## src/rtl/add_int_pipe_128.sv

```systemverilog
// -----------------------------------------------------------------------------
// add_int_pipe_128
// Two-stage, valid/ready flow-controlled integer adder built around a 128-bit
// hierarchical carry-lookahead core (4-bit groups, three lookahead levels).
//   S1: operand register (A, B already inverted for subtract, carry-in)
//   S2: result register (sum, carry-out, zero, optional signed overflow)
// A beat is accepted on in_valid & in_ready. Its result appears on out_valid
// two cycles later. Under continuous flow the block sustains one beat per cycle.
//
// Ports
//   clk        in   1       clock, rising edge
//   rst        in   1       asynchronous reset, active high
//   in_valid   in   1       operand beat valid
//   in_ready   out  1       operand beat can be accepted (combinational)
//   in_a       in   DATA_W  operand A
//   in_b       in   DATA_W  operand B
//   in_sub     in   1       1: A-B, 0: A+B+in_cin
//   in_cin     in   1       carry-in, ignored for subtract
//   out_valid  out  1       result beat valid
//   out_ready  in   1       consumer accepts the result
//   out_sum    out  DATA_W  sum / difference mod 2^DATA_W
//   out_cout   out  1       carry out of the MSB (subtract: 1 = no borrow)
//   out_zero   out  1       out_sum == 0
//   out_ovf    out  1       signed overflow
//
// Configuration
//   ADD_INT_PIPE_OVF_EN  defined: out_ovf is computed and registered in S2.
//                        undefined: out_ovf is tied low, no register is built.
//
// Only DATA_W = 128 is supported; the lookahead tree is sized for it.
// -----------------------------------------------------------------------------
module add_int_pipe_128 #(
    parameter int unsigned       DATA_W  = 128,
    parameter logic [DATA_W-1:0] RST_VAL = '0
) (
    input  logic              clk,
    input  logic              rst,
    input  logic              in_valid,
    output logic              in_ready,
    input  logic [DATA_W-1:0] in_a,
    input  logic [DATA_W-1:0] in_b,
    input  logic              in_sub,
    input  logic              in_cin,
    output logic              out_valid,
    input  logic              out_ready,
    output logic [DATA_W-1:0] out_sum,
    output logic              out_cout,
    output logic              out_zero,
    output logic              out_ovf
);

    // Lookahead tree geometry: 128 bits -> 32 groups -> 8 groups -> 2 groups.
    localparam int unsigned CLA_W = 128;
    localparam int unsigned L1_N  = CLA_W / 4;
    localparam int unsigned L2_N  = L1_N / 4;
    localparam int unsigned L3_N  = L2_N / 4;
    localparam int unsigned MSB   = DATA_W - 1;

    // -------------------------------------------------------------------------
    // 4-bit lookahead primitives
    // -------------------------------------------------------------------------

    // Group generate; p_hi carries propagate bits [3:1] (bit 0 does not matter).
    function automatic logic grp_g(input logic [3:0] g, input logic [2:0] p_hi);
        return g[3]
             | (p_hi[2] & g[2])
             | (p_hi[2] & p_hi[1] & g[1])
             | (p_hi[2] & p_hi[1] & p_hi[0] & g[0]);
    endfunction

    // Carries into each of the four members of a group, given the group carry-in.
    function automatic logic [3:0] grp_c(input logic [2:0] g, input logic [2:0] p,
                                         input logic ci);
        logic [3:0] c;
        c[0] = ci;
        c[1] = g[0] | (p[0] & ci);
        c[2] = g[1] | (p[1] & g[0]) | (p[1] & p[0] & ci);
        c[3] = g[2] | (p[2] & g[1]) | (p[2] & p[1] & g[0]) | (p[2] & p[1] & p[0] & ci);
        return c;
    endfunction

    // -------------------------------------------------------------------------
    // Handshake / stage control
    // -------------------------------------------------------------------------
    logic v1_q, v1_d;
    logic v2_q, v2_d;
    logic adv1, adv2, in_fire;

    // S2 can take a beat when empty or draining; S1 moves only into a free S2.
    assign adv2     = ~v2_q | out_ready;
    assign adv1     = v1_q & adv2;
    assign in_ready = ~v1_q | adv2;
    assign in_fire  = in_valid & in_ready;

    // -------------------------------------------------------------------------
    // S1: operand register
    // -------------------------------------------------------------------------
    logic [DATA_W-1:0] a1_q, a1_d;
    logic [DATA_W-1:0] b1_q, b1_d;
    logic              c1_q, c1_d;

    // Subtract is folded in at capture: A + ~B + 1.
    always_comb begin : s1_next
        v1_d = v1_q;
        a1_d = a1_q;
        b1_d = b1_q;
        c1_d = c1_q;
        if (in_fire) begin
            v1_d = 1'b1;
            a1_d = in_a;
            b1_d = in_sub ? ~in_b : in_b;
            c1_d = in_sub | in_cin;
        end else if (adv1) begin
            v1_d = 1'b0;
        end
    end

    // -------------------------------------------------------------------------
    // Carry-lookahead core, driven straight from S1
    // -------------------------------------------------------------------------
    logic [CLA_W-1:0] p0, g0, c0;
    logic [L1_N-1:0]  p1, g1, c1;
    logic [L2_N-1:0]  p2, g2, c2;
    logic [L3_N-1:0]  p3, g3, c3;
    logic             pm, gm;
    logic [CLA_W-1:0] cla_sum;
    logic             cla_cout;

    // Bit-level propagate / generate.
    always_comb begin : bit_pg
        p0 = a1_q ^ b1_q;
        g0 = a1_q & b1_q;
    end

    // Level 1: 4-bit groups.
    always_comb begin : lvl1_pg
        p1 = '0;
        g1 = '0;
        for (int unsigned j = 0; j < L1_N; j++) begin
            g1[j] = grp_g(g0[4*j +: 4], p0[4*j+1 +: 3]);
            p1[j] = &p0[4*j +: 4];
        end
    end

    // Level 2: 16-bit groups.
    always_comb begin : lvl2_pg
        p2 = '0;
        g2 = '0;
        for (int unsigned j = 0; j < L2_N; j++) begin
            g2[j] = grp_g(g1[4*j +: 4], p1[4*j+1 +: 3]);
            p2[j] = &p1[4*j +: 4];
        end
    end

    // Level 3: 64-bit groups.
    always_comb begin : lvl3_pg
        p3 = '0;
        g3 = '0;
        for (int unsigned j = 0; j < L3_N; j++) begin
            g3[j] = grp_g(g2[4*j +: 4], p2[4*j+1 +: 3]);
            p3[j] = &p2[4*j +: 4];
        end
    end

    // Whole-word propagate / generate and the carries into the two 64-bit halves.
    always_comb begin : top_carry
        gm    = g3[1] | (p3[1] & g3[0]);
        pm    = p3[1] & p3[0];
        c3[0] = c1_q;
        c3[1] = g3[0] | (p3[0] & c1_q);
    end

    // Carries distributed back down the tree.
    always_comb begin : lvl2_carry
        c2 = '0;
        for (int unsigned k = 0; k < L3_N; k++) begin
            c2[4*k +: 4] = grp_c(g2[4*k +: 3], p2[4*k +: 3], c3[k]);
        end
    end

    always_comb begin : lvl1_carry
        c1 = '0;
        for (int unsigned k = 0; k < L2_N; k++) begin
            c1[4*k +: 4] = grp_c(g1[4*k +: 3], p1[4*k +: 3], c2[k]);
        end
    end

    always_comb begin : bit_carry
        c0 = '0;
        for (int unsigned k = 0; k < L1_N; k++) begin
            c0[4*k +: 4] = grp_c(g0[4*k +: 3], p0[4*k +: 3], c1[k]);
        end
    end

    // Sum bits and carry-out of the MSB.
    always_comb begin : cla_out
        cla_sum  = p0 ^ c0;
        cla_cout = gm | (pm & c1_q);
    end

    // -------------------------------------------------------------------------
    // S2: result register
    // -------------------------------------------------------------------------
    logic [DATA_W-1:0] sum_q, sum_d;
    logic              cout_q, cout_d;
    logic              zero_q, zero_d;

    // Data only moves on adv1; a drain without a new beat just clears valid.
    always_comb begin : s2_next
        v2_d   = v2_q;
        sum_d  = sum_q;
        cout_d = cout_q;
        zero_d = zero_q;
        if (adv1) begin
            v2_d   = 1'b1;
            sum_d  = cla_sum;
            cout_d = cla_cout;
            zero_d = ~|cla_sum;
        end else if (out_ready) begin
            v2_d = 1'b0;
        end
    end

    // Pipeline state registers.
    always_ff @(posedge clk or posedge rst) begin
        if (rst) begin
            v1_q   <= 1'b0;
            a1_q   <= RST_VAL;
            b1_q   <= RST_VAL;
            c1_q   <= 1'b0;
            v2_q   <= 1'b0;
            sum_q  <= RST_VAL;
            cout_q <= 1'b0;
            zero_q <= 1'b0;
        end else begin
            v1_q   <= v1_d;
            a1_q   <= a1_d;
            b1_q   <= b1_d;
            c1_q   <= c1_d;
            v2_q   <= v2_d;
            sum_q  <= sum_d;
            cout_q <= cout_d;
            zero_q <= zero_d;
        end
    end

    // -------------------------------------------------------------------------
    // Optional signed overflow flag
    // -------------------------------------------------------------------------
`ifdef ADD_INT_PIPE_OVF_EN
    logic ovf_q, ovf_d;

    // Overflow: operands share a sign and the result sign differs from it.
    always_comb begin : ovf_next
        ovf_d = ovf_q;
        if (adv1) begin
            ovf_d = (a1_q[MSB] ~^ b1_q[MSB]) & (cla_sum[MSB] ^ a1_q[MSB]);
        end
    end

    always_ff @(posedge clk or posedge rst) begin
        if (rst) begin
            ovf_q <= 1'b0;
        end else begin
            ovf_q <= ovf_d;
        end
    end

    assign out_ovf = ovf_q;
`else
    assign out_ovf = 1'b0;
`endif

    // Registered outputs.
    assign out_valid = v2_q;
    assign out_sum   = sum_q;
    assign out_cout  = cout_q;
    assign out_zero  = zero_q;

endmodule

```

## config.mk

```make
export PLATFORM = sky130hd
export DESIGN_NAME = add_int_pipe_128
export DESIGN_NICKNAME = d
export VERILOG_FILES = /design/src/rtl/add_int_pipe_128.sv
export SDC_FILE = /design/constraint.sdc
export NUM_CORES = 1
export LEC_CHECK = 0
export ABC_AREA = 1
export CORE_MARGIN = 1
export CORE_UTILIZATION = 55
export CTS_BUF_LIST = sky130_fd_sc_hd__clkbuf_4 sky130_fd_sc_hd__clkbuf_8
export CTS_CLUSTER_SIZE = 16
export DETAILED_ROUTE_END_ITERATION = 8
export DONT_BUFFER_PORTS = 1
export PLACE_DENSITY = 0.7
export SYNTH_ARGS = -nofsm -noshare
export SYNTH_HDL_FRONTEND = slang
export SYNTH_SLANG_ARGS = --single-unit
```

## constraint.sdc

```tcl
create_clock -name clk -period 19.4 [get_ports clk]
set_input_delay 3.88 -clock clk [delete_from_list [all_inputs] [get_ports clk]]
set_output_delay 3.88 -clock clk [all_outputs]
set_load 0.005 [all_outputs]
```

* Yosys cells after proc, flatten, opt, wreduce, memory -nomap -nowiden *
Cells that the tools add are included.

storage, ports and cells
  flip-flop bits (word level) = 389
  output and inout port bits = 133

operators by class
  muxes and demuxes = 5
  bitwise gates (word level) = 984
  reductions and logical operators = 46

operators by type and width
  operator             number
  $and A1 B1 Y1        594
  $or A1 B1 Y1         384
  $xor A128 B128 Y128  2
  $and A128 B128 Y128  1
  $mux W128            1
  $not A128 Y128       1
  $reduce_and A16 Y1   8
  $reduce_and A4 Y1    32
  $reduce_and A64 Y1   2
  $reduce_or A128 Y1   1
  $mux W1              4
  $reduce_bool A2 Y1   2
  $not A1 Y1           2
  $logic_not A1 Y1     1

* Logic depth before layout (Yosys ltp) *
Gate-level depths: netlist (run 1).

  depth in word-level cells = 23
  mapped depth = 35
  depth with buffers taken out = 35

* Worst setup path after synthesis (run 1) *
Ideal clock, no wire load.

  kind = input -> output
  start point = input out_ready
  end point = output in_ready
  data arrival time = 4.049 ns
  required time = 15.520 ns
  setup slack = 11.471 ns
  stages = 2
  buffers on the path = 0
  cells stage by stage = inv_1 nand3_1

between the ends
  word-level cells in the longest chain between the ends = 2

RTL lines
  item          RTL line  RTL
  from (decl)   45        input logic out_ready,
  $or A1 B1 Y1  90        assign adv2 = ~v2_q | out_ready;
  $or A1 B1 Y1  92        assign in_ready = ~v1_q | adv2;
  to (decl)     39        output logic in_ready,

No other way between the ends.

* Worst setup path in the final report (run 1) *
Same ends and word-level chain as after synthesis.

==> results of run 1 <==
-- power breakdown --
group,switching (mW),internal (mW)
clock network,0.352,0.471
logic,0.649,0.363
registers,0.212,1.03
-- synthesized netlist by cell type, types with 2 or more instances --
library cell,instances
and3_1,3
nor2_1,165
clkinv_1,3
nor3_1,14
clkbuf_1,90
nand2_2,26
a211oi_1,2
nand2_1,1073
xor2_1,15
buf_1,8
nor2_2,12
xnor2_1,153
nand2_4,11
a21o_1,6
nor3_2,2
nand4_1,19
dfrtp_1,389
a21oi_2,4
o21bai_1,8
fa_1,32
nor2_4,3
a31oi_1,35
a221oi_1,13
nand3_1,95
ha_1,128
nand3b_1,12
o21ai_0,199
a21oi_1,54
inv_2,7
nand3_2,13
inv_1,208
-- routing by layer --
metal  global-route usage [%]  wire [um]  vias up  share of wire (%)
met5                        0          0        -                  0
met4                     10.6       1810        0                3.0
met3                     8.45       4630      104                7.8
met2                     47.9      28100      501                 47
met1                     36.6      25200     8770                 42
li1                         -          -     8896                  -
-- layout by cell type, fill, tap and decap left out, types with 4 or more instances in the layout --
master / Yosys / final
a31oi_1: 35 / 35
nand3_2: 13 / 13
a21o_1: 6 / 6
nor2_1: 165 / 165
inv_2: 7 / 7
clkbuf_4: 0 / 15
o21ai_0: 199 / 199
nand2_2: 26 / 26
inv_1: 208 / 207
a21oi_2: 4 / 4
nand3b_1: 12 / 12
clkbuf_8: 0 / 90
dfrtp_1: 389 / 389
buf_4: 1 / 11
nor3_1: 14 / 14
nand2_4: 11 / 12
a21oi_1: 54 / 53
nor2_2: 12 / 12
nand4_1: 19 / 19
nand2_1: 1073 / 1072
a221oi_1: 13 / 13
clkinv_2: 0 / 10
xor2_1: 15 / 15
nand3_1: 95 / 95
o21bai_1: 8 / 8
xnor2_1: 153 / 153
ha_1: 128 / 128
fa_1: 32 / 32
-- cell families after synthesis --
family	Yosys count	share of synthesized area (%)
adder cells (fa/ha/maj)	160	9.99
AO/OA/AOI/OAI	325	8.00
buffers and inverters	317	5.32
flip-flops	389	43.4
other	1	0.0167
AND/OR/NAND/NOR	1451	26.8
XOR/XNOR	168	6.56
-- worst max-delay path by stage --
| stage | from | to | cells past startpoint |
|---|---|---|---|
| 4_1_cts | out_ready | in_ready | 2 |
| 6_report | out_ready | in_ready | 2 |
| 3_3_place_gp | out_ready | in_ready | 2 |
| 3_5_place_dp | out_ready | in_ready | 2 |
| 5_1_grt | out_ready | in_ready | 2 |
| 2_1_floorplan | rst | a1_q[0] | 1 |
-- registers in the layout, summed over array words and instances (netlist names) --
name and cells:
a1_q 128, out_sum 128, out_cout 1, out_valid 1, c1_q 1, v1_q 1, b1_q 128, out_zero 1
-- final cells by class --
cell class,count,area (um2),share of cell area (%)
Multi-Input combinational cell,2105,11500,47.4
Clock buffer,105,1350,5.55
Sequential cell,389,9730,40.0
Clock inverter,16,141,0.581
Timing Repair Buffer,11,82.6,0.339
Tap cell,525,657,2.70
Inverter,218,831,3.41
-- stage by stage --
| step | power [mW] | util (%) | worst slack, ns | cell area (um2) | hold WS, ns |
|---|---|---|---|---|---|
| 6_report | 3.08 | 60.8 | 11.33 | 24300 | 0.486 |
| 2_1_floorplan | 1.93 | - | 4.71 | 22400 | 0.447 |
| 5_1_grt | 3.30 | 60.8 | 11.28 | 24300 | 0.504 |
| 3_5_place_dp | 2.26 | 57.1 | 11.33 | 22800 | 0.471 |
| 4_1_cts | 3.09 | 60.8 | 11.33 | 24300 | 0.491 |
| 3_3_place_gp | 2.22 | 57.1 | 11.34 | 22800 | 0.469 |
==> impl_metrics.csv, run 1 <==
group,metric,value,unit
status,status,"finished clean",
timing,skew,0.0248,ns
timing,setup_viol,0,
worst_hold_path,hold_path_end,"a1_q[14]",
cts,cts_made_buffers,69,
worst_setup_path,r2r_slack,14.41,ns
finish,diodes,0,
route,drtAntennaViolNets,0,
logic_synthesis,yosys.area.top_type,"dfrtp_1",
power,cellPowerDensity,126,nW/um2
floorplanning,die_y,204,um
grt,grt_pass1_wl,94.9,mm
cts,clockRootBuffer,"clkbuf_8",
grt,track_usage,29.2,%
place,hpwl,44.4,mm
route,drtIter0Drc,1170,
place,dp.cells,3248,
logic_synthesis,synth_cell_types,40,
cts,clk_pin_slew_worst_paths,0.06,ns
logic_synthesis,synth_cells,2811,
worst_setup_path,path_buf_inv,1,
route,post_drt_wl_per_cell,17.7,um
cts,clk_path_buf_depth,3,
cts,htree_levels,3,
grt,grt_start_max_net_pins,130,
logic_synthesis,synth_top_area_share,43.4,%
worst_setup_path,end_kind,"output pin",
worst_hold_path,hp-start,"a1_q[14]",
worst_setup_path,path_max_fanout,3,
timing,maxSlewHeadroom,30.1,%
timing,finalCritPeriodShare,41.6,%
grt,grt_pass1_vias,18200,
logic_synthesis,synth-seq-cells,389,
floorplanning,core,40000,um2
floorplanning,ioPinCount,395,
logic_synthesis,async_reset_ff_share,100,%
grt,grt_overflow_total,0,
cts,clock_latency,0.63,ns
cts,cts_tree,"yes",
worst_setup_path,slowest_stage,"nand3_1",
cts,cts_setup_buffers,0,
worst_setup_path,critPathLaunchType,"input port",
timing,finalHoldViolCount,0,
grt,antenna_found_initial,0,
logic_synthesis,ys_seq_area_share,43.4,%
finish,nNetsFinal,3216,
cts,cts_resized,0,
route,avgViaCountPerCell,5.42,
logic_synthesis,syn_area_per_cell,7.98,um2
worst_setup_path,r2r_cells,25,
finish,fillerInstances,3531,
floorplanning,chipWidth,204,um
power,vdd.ir_drop.worst,0.0737,mV
worst_setup_path,r2r-end,"out_zero",
floorplanning,die-area,41600,um2
finish,drive_above_1_share,7.70,%
route,wirelength,59.7,mm
worst_setup_path,worst-setup-path-type,"in -> out",
worst_hold_path,min_path_type,"reg -> reg",
timing,tns,0,ns
route,vias,18300,
worst_setup_path,critPathArrivalTime,4.19,ns
route,first_pass_iters,5,
timing,period_needed,8.07,ns
logic_synthesis,ys.flop_type,"dfrtp_1",
worst_setup_path,cp_cell_sequence,"inv_1, nand3_1",
cts,cts_sinks,389,
worst_setup_path,critPathRequiredTime,15.52,ns
logic_synthesis,yosys_warnings,0,
worst_hold_path,holdPathStages,2,
floorplanning,rows,73,
power,leakage,12.6,nW
job,cap_violations,0,
worst_setup_path,reg2reg_from,"a1_q[101]",
finish,syn2layout_area_growth,8.41,%
finish,stdcell_count,3369,
route,drc,0,
worst_setup_path,cp_top_family,"simple AND/OR/NAND/NOR gates",
floorplanning,initial_core_util,56.1,%
cts,holdBufCountCts,0,
place,port_buffers,0,
timing,drv_slew,0,
worst_setup_path,max_stage_delay,0.20,ns
logic_synthesis,syn_area,22400,um2
timing,rsz0062_at_grt,"no",
logic_synthesis,synth_area_leaders,"dfrtp_1, nand2_1, ha_1",
timing,fmax,124,MHz
logic_synthesis,synth_edf_count,0,
timing,tightest_slew,1.05,ns
logic_synthesis,synth_nets,3233,
place,gp_congestion,0.930,
No activity file was read; power rests on OpenSTA's default activity.
==> run 2: changes to the inputs <==
--- a/config.mk
+++ b/config.mk
@@ -12,7 +12,7 @@
 export CTS_CLUSTER_SIZE = 16
 export DETAILED_ROUTE_END_ITERATION = 8
 export DONT_BUFFER_PORTS = 1
-export PLACE_DENSITY = 0.7
+export PLACE_DENSITY = 0.73
 export SYNTH_ARGS = -nofsm -noshare
 export SYNTH_HDL_FRONTEND = slang
 export SYNTH_SLANG_ARGS = --single-unit
==> constraint.sdc (replaced) <==
create_clock -name clk -period 7.2 [get_ports clk]
set_input_delay 1.44 -clock clk [delete_from_list [all_inputs] [get_ports clk]]
set_output_delay 1.44 -clock clk [all_outputs]
set_load 0.005 [all_outputs]
==> run 2 against run 1 <==
Compared with the run above:
- setup slack worse by 8.8 ns
- total power grew to 2.7 times the previous value
- final cell count is 0.21% lower
- register-to-register slack worse by 12 ns
- combinational power grew to 2.7 times the previous value
- clock skew is 0.0072 ns higher
- highest routed layer unchanged
- clock power grew to 2.6 times the previous value
- critical path depth is 31 higher
- die area stayed put
- global-route usage is 0.46 points higher
- largest power group unchanged
- cell area is 0.18% lower
- sequential share of layout area is 0.074 points higher
==> impl_metrics.csv, run 2 (synthesized netlist as in run 1, its figures left out) <==
group,metric,value,unit
timing,fmax,213,MHz
route,drtAntennaViolNets,0,
route,first_pass_iters,6,
route,vias,18300,
status,status,"finished clean",
power,pwr-share-comb,33.3,%
grt,grt_pass1_vias,18200,
route,post_drt_wl_per_cell,18.1,um
cts,clock_latency,0.62,ns
route,drtIter0Drc,1387,
floorplanning,die_y,204,um
floorplanning,rows,73,
power,switching_share,39.5,%
power,vdd.ir_drop.worst,0.239,mV
worst_hold_path,min_path_type,"reg -> reg",
cts,cts_sinks,389,
floorplanning,die-area,41600,um2
cts,holdBufCountCts,0,
grt,antenna_found_initial,1,
cts,clk_pin_slew_worst_paths,0.06,ns
place,port_buffers,0,
power,power.switching,3.27,mW
finish,final_cell_mix,"nand2_1, dfrtp_1, inv_1",
floorplanning,chipWidth,204,um
power,p_clk_share,26.2,%
timing,maxSlewHeadroom,28.5,%
timing,finalCritPeriodShare,65.1,%
worst_setup_path,max_stage_delay,0.50,ns
place,hpwl,45.5,mm
route,wirelength,60.8,mm
power,leakage,12.6,nW
power,p_int,5.01,mW
finish,final_common_cell,"nand2_1",
floorplanning,ioPinCount,395,
cts,clk_path_buf_depth,3,
worst_setup_path,cpMostUsedCell,"nor2_1",
worst_setup_path,slowest_stage,"fa_1",
power,cellPowerDensity,341,nW/um2
cts,cts_resized,0,
timing,setup_viol,0,
route,avgViaCountPerCell,5.46,
worst_setup_path,critPathLaunchType,"flop",
timing,tightest_slew,1.07,ns
grt,grt_pass1_wl,96.2,mm
place,dp.cells,3244,
grt,grt_start_max_net_pins,235,
timing,drv_slew,0,
finish,syn2layout_area_growth,8.21,%
job,cap_violations,0,
cts,cts_setup_buffers,0,
floorplanning,core,40000,um2
cts,cts_tree,"yes",
worst_setup_path,r2r_slack,2.51,ns
timing,period_needed,4.69,ns
grt,grt_overflow_total,0,
grt,track_usage,29.6,%
route,drc,0,
place,gp_congestion,0.923,
worst_setup_path,critPathArrivalTime,5.22,ns
power,power_frac_seq,40.5,%
floorplanning,initial_core_util,56.1,%
cts,cts_made_buffers,69,
timing,finalHoldViolCount,0,
worst_setup_path,worst-setup-path-type,"reg -> reg",
worst_setup_path,end_kind,"flop",
timing,rsz0062_at_grt,"no",
finish,drive_above_1_share,7.44,%
timing,tns,0,ns
timing,skew,0.0320,ns
cts,clockRootBuffer,"clkbuf_8",
cts,htree_levels,3,
worst_setup_path,critPathRequiredTime,7.74,ns
finish,stdcell_count,3362,
worst_setup_path,path_max_fanout,9,
finish,nNetsFinal,3212,
finish,fillerInstances,3555,
-- run 2: metal layers --
metal | routed length, um | global-route usage (%) | up-vias
met2 | 28200 | 47.9 | 634
met4 | 2450 | 12.4 | 0
met5 | 0 | 0 | -
met1 | 25600 | 38.0 | 8689
met3 | 4600 | 7.29 | 131
li1 | - | - | 8892
-- run 2: metrics by stage --
| stage | hold slack, ns | setup WS, ns | utilization (%) | area [um2] | power [mW] |
|---|---|---|---|---|---|
| floorplan | 0.447 | 0.528 | - | 22400 | 5.21 |
| CTS | 0.489 | 2.48 | 60.7 | 24300 | 8.31 |
| global route | 0.511 | 2.00 | 60.7 | 24300 | 8.87 |
| global placement | 0.468 | 2.59 | 57.1 | 22800 | 6.03 |
| finish | 0.484 | 2.51 | 60.7 | 24300 | 8.29 |
| detailed placement | 0.472 | 2.54 | 57.1 | 22800 | 6.12 |
-- run 2: layout make-up --
cell class	instances	area, um2	area share, %
Antenna cell	1	2.50	0.0103
Clock buffer	107	1320	5.42
Clock inverter	10	125	0.515
Inverter	218	827	3.41
Multi-Input combinational cell	2105	11500	47.5
Sequential cell	389	9730	40.1
Tap cell	525	657	2.70
Timing Repair Buffer	7	90.1	0.371
-- run 2: final timing paths --
| kind | to | startpoint | depth (start not counted) |
|---|---|---|---|
| min in group asynchronous | a1_q[12] | rst | 1 |
| hold reg to reg | a1_q[102] | a1_q[102] | 2 |
| hold / removal | a1_q[102] | a1_q[102] | 2 |
| max in group asynchronous | b1_q[52] | rst | 2 |
| setup / recovery | out_zero | a1_q[25] | 33 |
| setup reg to reg | out_zero | a1_q[25] | 33 |
-- run 2: worst max-delay path, delay by kind of cell, from the launching register on --
family / cells / cell delay [ns]
adders and majority gates: 2 / 0.87
buffers and inverters: 1 / 0.07
DFF: 1 / 0.41
and+or+nand+nor: 30 / 3.26
-- run 2: power groups by stage --
| stage | Sequential, mW | Combinational [mW] | Clock (mW) |
|---|---|---|---|
| 6_report | 3.36 | 2.76 | 2.17 |
| 2_1_floorplan | 3.14 | 2.06 | 0 |
| 3_3_place_gp | 3.36 | 2.67 | 0 |
| 3_5_place_dp | 3.38 | 2.75 | 0 |
| 5_1_grt | 3.42 | 3.14 | 2.31 |
| 4_1_cts | 3.35 | 2.76 | 2.20 |
